===== config.mk =====
export PLATFORM = sky130hd
export DESIGN_NAME = alu_sweep_ctrl
export DESIGN_NICKNAME = d
export VERILOG_FILES = /design/src/rtl/alu_sweep_ctrl.sv
export SDC_FILE = /design/constraint.sdc
export NUM_CORES = 1
export LEC_CHECK = 0
export ABC_AREA = 1
export CAP_MARGIN = 30
export CORE_UTILIZATION = 35
export CTS_CLUSTER_DIAMETER = 150
export DETAILED_ROUTE_END_ITERATION = 16
export GPL_ROUTABILITY_DRIVEN = 1
export SLEW_MARGIN = 20
export SYNTH_ARGS = -nofsm -noshare
export SYNTH_HDL_FRONTEND = slang
export SYNTH_SLANG_ARGS = --single-unit
export TNS_END_PERCENT = 100

===== constraint.sdc =====
create_clock -name clk -period 8.7 [get_ports clk]
set_input_delay 1.74 -clock clk [delete_from_list [all_inputs] [get_ports clk]]
set_output_delay 1.74 -clock clk [all_outputs]
set_load 0.02 [all_outputs]

===== src/rtl/alu_sweep_ctrl.sv =====
// Sweep controller for a 16-bit ALU. It latches one operand set, steps the opcode through 0..7,
// captures each result into an 8-entry table, and counts the negative and zero flags.
module alu_sweep_ctrl #(
  parameter int WIDTH       = 16,
  parameter int HOLD_CYCLES = 4
) (
  input  logic             clk,
  input  logic             rst,
  input  logic             start,
  input  logic [WIDTH-1:0] a_in,
  input  logic [WIDTH-1:0] b_in,
  input  logic             carry_in,
  output logic [WIDTH-1:0] alu_a,
  output logic [WIDTH-1:0] alu_b,
  output logic [2:0]       alu_opcode,
  output logic             alu_carry,
  input  logic [WIDTH-1:0] alu_w,
  input  logic             alu_neg,
  input  logic             alu_zer,
  output logic             busy,
  output logic             done,
  input  logic [2:0]       rd_addr,
  output logic [WIDTH-1:0] rd_data,
  output logic             rd_neg,
  output logic             rd_zer,
  output logic [3:0]       neg_count,
  output logic [3:0]       zero_count
);

  typedef enum logic [1:0] {
    IDLE = 2'd0,
    RUN  = 2'd1,
    DONE = 2'd2
  } state_t;

  localparam logic [7:0] CNT_LAST = 8'(HOLD_CYCLES - 1);
  localparam logic [2:0] OP_LAST  = 3'd7;

  state_t           state;
  state_t           state_nxt;
  logic [7:0]       cnt;
  logic             capture;
  logic [WIDTH-1:0] tbl_w [8];
  logic [7:0]       tbl_neg;
  logic [7:0]       tbl_zer;

  // Counts peak at 8 and fit in 4 bits, so no saturation is needed.
  function automatic logic [3:0] count_add(input logic [3:0] c, input logic flag);
    return c + {3'd0, flag};
  endfunction

  // A capture happens on the last clock of each opcode hold.
  assign capture = (state == RUN) && (cnt >= CNT_LAST);

  always_ff @(posedge clk or posedge rst) begin
    if (rst) begin
      state <= IDLE;
    end else begin
      state <= state_nxt;
    end
  end

  always_comb begin
    state_nxt = state;
    busy      = 1'b0;
    done      = 1'b0;
    case (state)
      IDLE: begin
        if (start) begin
          state_nxt = RUN;
        end
      end
      RUN: begin
        busy = 1'b1;
        if (capture && (alu_opcode == OP_LAST)) begin
          state_nxt = DONE;
        end
      end
      DONE: begin
        done      = 1'b1;
        state_nxt = IDLE;
      end
      default: begin
        state_nxt = IDLE;
      end
    endcase
  end

  // Operand and opcode drive, hold counter, and flag counters.
  always_ff @(posedge clk or posedge rst) begin
    if (rst) begin
      alu_a      <= '0;
      alu_b      <= '0;
      alu_carry  <= 1'b0;
      alu_opcode <= 3'd0;
      cnt        <= 8'd0;
      neg_count  <= 4'd0;
      zero_count <= 4'd0;
    end else begin
      case (state)
        IDLE: begin
          if (start) begin
            alu_a      <= a_in;
            alu_b      <= b_in;
            alu_carry  <= carry_in;
            alu_opcode <= 3'd0;
            cnt        <= 8'd0;
            neg_count  <= 4'd0;
            zero_count <= 4'd0;
          end
        end
        RUN: begin
          if (!capture) begin
            cnt <= cnt + 8'd1;
          end else begin
            cnt        <= 8'd0;
            neg_count  <= count_add(neg_count, alu_neg);
            zero_count <= count_add(zero_count, alu_zer);
            if (alu_opcode != OP_LAST) begin
              alu_opcode <= alu_opcode + 3'd1;
            end
          end
        end
        default: begin
        end
      endcase
    end
  end

  // The result table is overwritten entry by entry and is never cleared by start.
  always_ff @(posedge clk or posedge rst) begin
    if (rst) begin
      for (int i = 0; i < 8; i++) begin
        tbl_w[i] <= '0;
      end
      tbl_neg <= 8'd0;
      tbl_zer <= 8'd0;
    end else if (capture) begin
      tbl_w[alu_opcode]   <= alu_w;
      tbl_neg[alu_opcode] <= alu_neg;
      tbl_zer[alu_opcode] <= alu_zer;
    end
  end

  assign rd_data = tbl_w[rd_addr];
  assign rd_neg  = tbl_neg[rd_addr];
  assign rd_zer  = tbl_zer[rd_addr];

endmodule


==> results.md, run 1 <==
- Status: complete, no violations
- Clk Latency, worst-skew pair: 0.45 ns
- Leak: roughly 0.0052 uW
- Routed vias: 7139
- Sequential area share after synthesis: between 50 and 60%
- Fin nets: ~1200
- Pre-antenna DRT Iters: 5
- Chip Width: about 160 um
- Setup violators final: 0
- Crit-path max FO: 37
- Largest net degree at the start of global routing: 127
- TritonCTS Buffers: 17
- Yosys warns: 0
- GRT overflow: 0
- Dpl ws: roughly 2.5 ns
- DR top layer: met4
- Max Freq: 161.7 MHz
- Ports: roughly 120
- GRT Total Usage: a little under a fifth
- R2R depth: 5
- # DRC: 0
- Min-delay worst type: flop to flop
- Crit start category: input port
- Initial antenna violation count: 0
- Input/output buffers: 120
- Post-Syn Area: 8899 um^2
- Detail Route Antenna Nets: 0
- Vias in the first global route: ~7100
- Critical Setup Path Class: input port to output pin
- Pwr dens: 324.8 nW/um^2
- Drt wl/cell: 15.36 um
- Actual slew at the worst max-slew pin: 0.8463 ns
- Fill count: roughly 2500
- Setup crit start: rd_addr[1]
- Synth cell types: 31
- Clock Tree Root: clkbuf_16
- Post_cts resized: 0
- Worst reg-to-reg setup slack: approximately 6.5 ns
- RSZ-0062 raised after global routing: false
- Setup TNS: 0 ns
- Final min period: around 6.2 ns
- ANT cells: 0
- Slew Limit Fails: 0
- DR WL met2: approximately 10 mm
- Yosys reg bits: between 150 and 200
- Met3 WL: ~1.6 mm
- Syn Nets: about 1100
- Clk sinks: 198
- Die height: 161.5 um
- RR Startpoint: cnt[0]
- Core Rows: 57
- Clock Pin Slew Worst Setup and Hold Paths: 0.07 ns
- Tcrit/Tclk final: between 70% and 80%
- Gpl congestion: 0.7420
- Area Growth Syn to Fin: 21.18%
- CP required: roughly 7.0 ns
- Most common cell after layout, fill and taps aside: nand2_1
- Fin worst setup slack: 2.517 ns
- Post-DP HPWL: 13.22 mm
- WL met1: about 10 mm
- CTS tree: done
- Worst clock skew: approximately 0.012 ns
- Initial Util: 36.17%
- Hold-fix buffers, CTS: 0
- Final Hold Vio Count: 0
- Post-CTS setup buffer count: 0
- RR Endpoint: tbl_w[65]
- Global-route wire length before repair: 37.18 mm
- Commonest non-fill, non-tap cells in the layout: nand2_1 (336), dfrtp_1 (198), o21ai_0 (131)
- Post-Syn Instances: ~1000
- Share of cells above drive strength 1: under 10%
- Syn Area/Cell: just under 9 um^2
- Fin Hold WS: between 0.4 and 0.5 ns
- Worst setup endpoint: rd_data[6]
- Headroom to the max-slew limit: 43.51%
- WL final: about 22 mm
- Crit path DAT: 4.44 ns
- Max-cap violations: 0
- Core area: 24600 um^2
- Routed vias/inst: 4.907
- Initial DRC count: 414
- H-Tree Depth: 4
- Worst Setup End Kind: output pin
- Peak VDD IR: 0.1474 mV
- Die area: 26070 um^2
- CTS max path bufs: 2
-- layout make-up --
cell class	instances	area, um^2	share of cell area [%]
well taps	324	405.4	3.760
clock buffers	19	442.9	4.108
clock inverters	13	111.4	1.033
flip-flops and latches	198	4955	45.95
inverters	47	188.9	1.752
multi-input cells	724	3368	31.24
repair buffers	130	1311	12.16
-- power breakdown --
part / leakage [uW] / total [uW] / switching [uW] / internal, uW
Combinational: 0.00251 / 1180 / 658 / 521
Clock: 0.000274 / 758 / 375 / 383
Sequential: 0.00239 / 1570 / 236 / 1330
Total: 0.00518 / 3500 / 1270 / 2230
-- worst min path at each step --
stage / slack (ns) / cells after the start / start / endpoint
3_3_place_gp: 0.45 / 2 / cnt[5] / cnt[5]
4_1_cts: 0.47 / 2 / cnt[3] / cnt[3]
3_5_place_dp: 0.45 / 2 / cnt[2] / cnt[2]
6_report: 0.47 / 2 / cnt[2] / cnt[2]
2_1_floorplan: 0.44 / 2 / cnt[2] / cnt[2]
5_1_grt: 0.48 / 2 / cnt[3] / cnt[3]
-- cells in the mapped netlist (all sizes together) --
cell	count	area, um^2
ha	7	87.58
dfrtp	198	4955
clkbuf	20	75.07
inv	46	177.7
o21ai	218	1136
clkinv	1	3.750
nand2	342	1333
nor2	92	387.9
o21bai	1	7.510
nand4	7	43.79
xnor2	2	17.52
nand3	16	107.6
xor2	2	17.52
a21oi	1	5.000
buf	39	319.0
o22ai	36	225.2
-- layer usage --
metal / vias up / track usage, %
li1: 3528 / -
met1: 3386 / 23.74
met2: 206 / 28.78
met3: 19 / 5.367
met4: 0 / 5.360
met5: - / 0
-- flip-flops by register name, summed over array words and instances, names as in the netlist, 3 cells and up --
register / cells
alu_a: 16
alu_b: 16
alu_opcode: 3
cnt: 8
neg_count: 4
tbl_neg: 8
tbl_w: 128
tbl_zer: 8
zero_count: 4
-- cell families after synthesis --
logic type / Yosys count / share of synthesized area, %
flops: 198 / 55.68
fa+ha+maj: 7 / 0.9842
compound gates: 256 / 15.44
buf+inv: 106 / 6.468
simple gates: 457 / 21.03
xor+xnor: 4 / 0.3938
-- through the flow --
stage               utilization [%]  area (um^2)  instances  power, uW
detailed placement            41.38        10180       1421       2761
global route                  43.82        10780       1455       3763
CTS                           43.63        10740       1453       3533
global placement              41.32        10170       1420       2736
finish                        43.82        10780       1455       3502
floorplan                         -         8899       1028       2333
-- worst max-delay path, stage by stage --
cell             delay, ns
clkdlybuf4s50_1       0.40
buf_4                 0.26
inv_1                 0.54
buf_4                 0.37
o21ai_1               0.10
o22ai_1               0.25
nand2_1               0.08
nand2_1               0.08
clkdlybuf4s50_1       0.60
Note: power is estimated with default switching activity, not from simulation.
==> run 2: changes to the inputs <==
Clock period 8.7 ns to 6.2 ns, I/O delays scaled along.
==> run 2 against run 1 <==
Net effect:
- sequential power grew 40%
- sequential share of layout area shrank 0.13 points
- flip-flop and latch count is the same
- combinational power grew 41%
- routed wire length grew 2.6%
- final cell count grew 0.21%
- design area grew 0.29%
- global-route usage grew 0.34 points
- utilization grew 0.13 points
- worst setup slack lost 0.99 ns
==> results.md, run 2 (synthesis gave the netlist of run 1 again) <==
- Status: complete, no violations
- Clock Tree Root: clkbuf_16
- DP Area: 10250 um^2
- CTS tree: done
- Worst Hold Depth: 2
- Input/output buffers: between 100 and 150
- Post-DP HPWL: between 10 and 15 mm
- Switching power total: 1794 uW
- Die height: 161.5 um
- # DRC: 0
- Hold_sp: cnt[4]
- Post_cts resized: 0
- Drt wl/cell: around 16 um
- Initial antenna violation count: 0
- Post-route cell area: 10810 um^2
- Total Power: 4942 uW
- RSZ-0062 raised after global routing: false
- Setup violators final: 0
- Fill count: ~2500
- Most common cell after layout, fill and taps aside: nand2_1
- Initial Util: between 30% and 40%
- Post-CTS setup buffer count: 0
- Detail Route Antenna Nets: 0
- Pre-antenna DRT Iters: 5
- Slew Limit Fails: 0
- Max Freq: 214.0 MHz
- Gate power share: 33.6%
- Leak: roughly 0.0052 uW
- Dpl ws: 1.529 ns
- Min-delay worst type: flop to flop
- Global-route wire length before repair: 37.79 mm
- Final Hold Vio Count: 0
- Tcrit/Tclk final: 75.37%
- Switch share: 36.31%
- RR Startpoint: cnt[0]
- Worst clock skew: 0.01419 ns
- Hold-fix buffers, CTS: 0
- Clock Power Share: 21.8%
- Ports: roughly 120
- Crit start category: input port
- Worst Setup End Kind: output pin
- Largest Register: tbl_w
- Share of cells above drive strength 1: 7.055%
- GR Layer Usage met2: 29.55%
- TritonCTS Buffers: 17
- Int Pwr: around 3100 uW
- Final min period: 4.673 ns
- Setup TNS: 0 ns
- Routed vias/inst: 4.945
- Clk Latency, worst-skew pair: between 0.4 and 0.5 ns
- Crit-path max FO: 16
- RR Endpoint: tbl_w[8]
- GRT overflow: 0
- Core Rows: 57
- Actual slew at the worst max-slew pin: between 0.8 and 0.9 ns
- Headroom to the max-slew limit: 40.39%
- Gpl congestion: 0.7190
- H-Tree Depth: 4
- Worst reg-to-reg setup slack: approximately 3.9 ns
- Commonest non-fill, non-tap cells in the layout: nand2_1 (336), dfrtp_1 (198), o21ai_0 (131)
- Fin nets: 1185
- Peak VDD IR: 0.2299 mV
- Routing usage on met3: 4.854%
- M1 GR Usage: 24.46%
- Chip Width: 161.5 um
- Worst Hold Endpoint: cnt[4]
- Gr busiest metal: met2
- Largest register FFs: between 100 and 150
- Fin Hold WS: 0.4707 ns
- Clk sinks: roughly 200
- Die area: between 20000 and 30000 um^2
- GRT Total Usage: a little under a fifth
- Initial DRC count: approximately 530
- R2R depth: 5
- Max-cap violations: 0
- Biggest regs: tbl_w (128), alu_a (16), alu_b (16)
- Clock Pin Slew Worst Setup and Hold Paths: 0.07 ns
- Area Growth Syn to Fin: 21.53%
- Fin worst setup slack: 1.527 ns
- Reg power frac: 44.6%
- Largest net degree at the start of global routing: 106
- Routed vias: 7210
- Vias in the first global route: 7154
- Pwr dens: around 460 nW/um^2
- WL final: 22.93 mm
- ANT cells: 0
- Crit path DAT: approximately 3.4 ns
- CP required: 4.96 ns
- Critical Setup Path Class: input port to output pin
- CTS max path bufs: 2
- Core area: 24600 um^2
[run 2: final cells by class]
| type | instances | area [um^2] | share of cell area [%] |
|---|---|---|---|
| clock inverters | 13 | 108.9 | 1.007 |
| flip-flops and latches | 198 | 4955 | 45.82 |
| inverters | 47 | 185.2 | 1.712 |
| well taps | 324 | 405.4 | 3.749 |
| multi-input cells | 724 | 3368 | 31.15 |
| repair buffers | 133 | 1339 | 12.38 |
| clock buffers | 19 | 452.9 | 4.188 |
[run 2: power by group through the flow]
stage | combinational (uW) | clock, uW | sequential [uW]
finish | 1660 | 1080 | 2200
global route | 1880 | 1150 | 2270
CTS | 1680 | 1100 | 2200
detailed placement | 1680 | 0 | 2210
global placement | 1640 | 0 | 2200
floorplan | 985 | 0 | 2290
[run 2: worst max-delay path by stage]
| stage | start | endpoint | depth (start not counted) |
|---|---|---|---|
| after floorplan | rst | alu_a[0] | 1 |
| after global placement | rd_addr[1] | rd_data[6] | 7 |
| after detailed placement | rd_addr[1] | rd_data[6] | 7 |
| after CTS | rd_addr[1] | rd_data[6] | 7 |
| after global routing | rd_addr[1] | rd_neg | 8 |
| final | rd_addr[1] | rd_neg | 7 |
[run 2: critical path, stage by stage]
cell and delay [ns]:
clkdlybuf4s50_1 0.76, buf_4 0.31, o21ai_0 0.11, o22ai_1 0.18, nand2_1 0.07, nand2_1 0.13, clkdlybuf4s50_1 0.62
[run 2: routing by layer]
layer	wire length, um	share of wire, %
met2	10620	46
met1	10520	46
met4	284	1.2
met5	0	0
met3	1498	6.5
[run 2: per-stage QoR]
| stage | util (%) | instances |
|---|---|---|
| 2_1_floorplan | - | 1028 |
| 3_3_place_gp | 41.47 | 1424 |
| 3_5_place_dp | 41.67 | 1426 |
| 4_1_cts | 43.95 | 1458 |
| 5_1_grt | 43.95 | 1458 |
| 6_report | 43.95 | 1458 |
==> run 3: changes to the inputs <==
Clock period 6.2 ns to 4.7 ns, I/O delays scaled along.
==> run 3 against run 2 <==
Net effect:
- routed wire length decreased by 1.4%
- total power increased by 33%
- non-clock buffer count increased by 2
- hold slack got worse by 0.0038 ns
- sequential power increased by 32%
- register-to-register slack got worse by 1.5 ns
- largest cell class unchanged
- first-iteration DRC count decreased by 12%
- flip-flop and latch count unchanged
- critical path depth unchanged
- global-route usage decreased by 0.20 points
- clock skew increased by 0.0077 ns
==> results.md, run 3 (synthesis gave the netlist of run 1 again) <==
- Status: complete, no violations
- CP required: ~3.8 ns
- Worst Hold Endpoint: cnt[7]
- Worst Setup End Kind: output pin
- Clock Pin Slew Worst Setup and Hold Paths: 0.08 ns
- Switch share: between 30 and 40%
- Fin nets: 1187
- GRT overflow: 0
- Largest register FFs: ~130
- Fill count: 2432
- Int Pwr: 4188 uW
- Post-DP HPWL: 13.73 mm
- TritonCTS Buffers: 17
- Worst Hold Depth: 2
- Hold_sp: cnt[7]
- Clock Tree Root: clkbuf_16
- Final min period: 3.881 ns
- Clk Latency, worst-skew pair: 0.44 ns
- Share of cells above drive strength 1: 7.218%
- Slew Limit Fails: 0
- Core Rows: 57
- Pwr dens: 605.1 nW/um^2
- Peak VDD IR: 0.3329 mV
- # DRC: 0
- Clock Power Share: 22.4%
- Post_cts resized: 0
- Initial DRC count: 461
- Max Freq: 257.7 MHz
- Fin worst setup slack: 0.8190 ns
- Die height: 161.5 um
- Biggest regs: tbl_w (128), alu_a (16), alu_b (16)
- Crit path DAT: 2.94 ns
- Commonest non-fill, non-tap cells in the layout: nand2_1 (336), dfrtp_1 (198), o21ai_0 (131)
- R2R depth: 5
- ANT cells: 0
- M1 GR Usage: between 20% and 30%
- Gate power share: between 30 and 40%
- Routed vias: 7114
- Routing usage on met3: 5.059%
- Min-delay worst type: flop to flop
- RR Endpoint: tbl_w[66]
- Most common cell after layout, fill and taps aside: nand2_1
- Pre-antenna DRT Iters: 4
- Area Growth Syn to Fin: 21.98%
- Worst clock skew: 0.02192 ns
- Initial antenna violation count: 0
- Setup violators final: 0
- Reg power frac: roughly 44%
- Die area: between 20000 and 30000 um^2
- Final Hold Vio Count: 0
- Clk sinks: 198
- CTS max path bufs: 2
- Core area: 24600 um^2
- RR Startpoint: cnt[0]
- Gr busiest metal: met2
- Switching power total: ~2400 uW
- Tcrit/Tclk final: between 80% and 90%
- GRT Total Usage: 18.22%
- Gpl congestion: 0.7464
- Max-cap violations: 0
- Setup TNS: 0 ns
- Initial Util: 36.17%
- H-Tree Depth: 4
- RSZ-0062 raised after global routing: false
- Worst reg-to-reg setup slack: 2.37 ns
- Crit-path max FO: 36
- Post-CTS setup buffer count: 0
- GR Layer Usage met2: 29.29%
- Ports: 121
- Drt wl/cell: 15.49 um
- Dpl ws: around 0.83 ns
- Largest Register: tbl_w
- CTS tree: done
- Detail Route Antenna Nets: 0
- Vias in the first global route: 6951
- Critical Setup Path Class: input port to output pin
- Input/output buffers: 120
- Chip Width: between 150 and 200 um
- Global-route wire length before repair: about 37 mm
- Largest net degree at the start of global routing: 116
- Actual slew at the worst max-slew pin: 0.8562 ns
- Hold-fix buffers, CTS: 0
- Leak: 0.005216 uW
- Headroom to the max-slew limit: 42.85%
- Crit start category: input port
- Routed vias/inst: 4.873
- WL final: 22.61 mm
## run 3: layout make-up
class                   instances  area, um^2  area share, %
well taps                     324       405.4          3.735
inverters                      47       185.2          1.706
flip-flops and latches        198        4955          45.65
multi-input cells             724        3368          31.03
repair buffers                135        1354          12.47
clock buffers                  17       425.4          3.919
clock inverters                15       161.4          1.487
## run 3: worst max path at each step
stage                     startpoint           to  cells past startpoint
final                     rd_addr[1]   rd_data[2]                      7
after global routing      rd_addr[1]   rd_data[2]                      7
after CTS                 rd_addr[1]   rd_data[4]                      7
after detailed placement  rd_addr[1]   rd_data[4]                      7
after global placement    rd_addr[1]  rd_data[15]                      7
after floorplan                  rst     alu_a[0]                      1
## run 3: power by group through the flow
stage	combinational [uW]	clock, uW	sequential [uW]
final	2190	1470	2910
after global routing	2470	1580	3000
after CTS	2220	1510	2900
after detailed placement	2220	0	2910
after global placement	2160	0	2910
after floorplan	1300	0	3020
## run 3: critical path, cell delays in order
cell and delay, ns:
clkdlybuf4s50_1 0.47, buf_4 0.37, o21ai_0 0.16, o22ai_1 0.19, nand2_1 0.06, nand2_1 0.11
clkdlybuf4s50_1 0.63
## run 3: per-layer routing
| layer | wire, um | share of wire (%) |
|---|---|---|
| met4 | 131 | 0.58 |
| met3 | 1435 | 6.3 |
| met1 | 10610 | 47 |
| met2 | 10440 | 46 |
| met5 | 0 | 0 |
## run 3: stage by stage
step | util (%) | total power (uW) | instances | instance area, um^2 | hold WS (ns)
floorplan | - | 4319 | 1028 | 8902 | 0.4361
global placement | 41.62 | 5069 | 1427 | 10240 | 0.4486
detailed placement | 41.73 | 5127 | 1428 | 10270 | 0.4520
CTS | 44.11 | 6632 | 1460 | 10850 | 0.4729
global route | 44.11 | 7054 | 1460 | 10850 | 0.4859
finish | 44.11 | 6568 | 1460 | 10850 | 0.4669
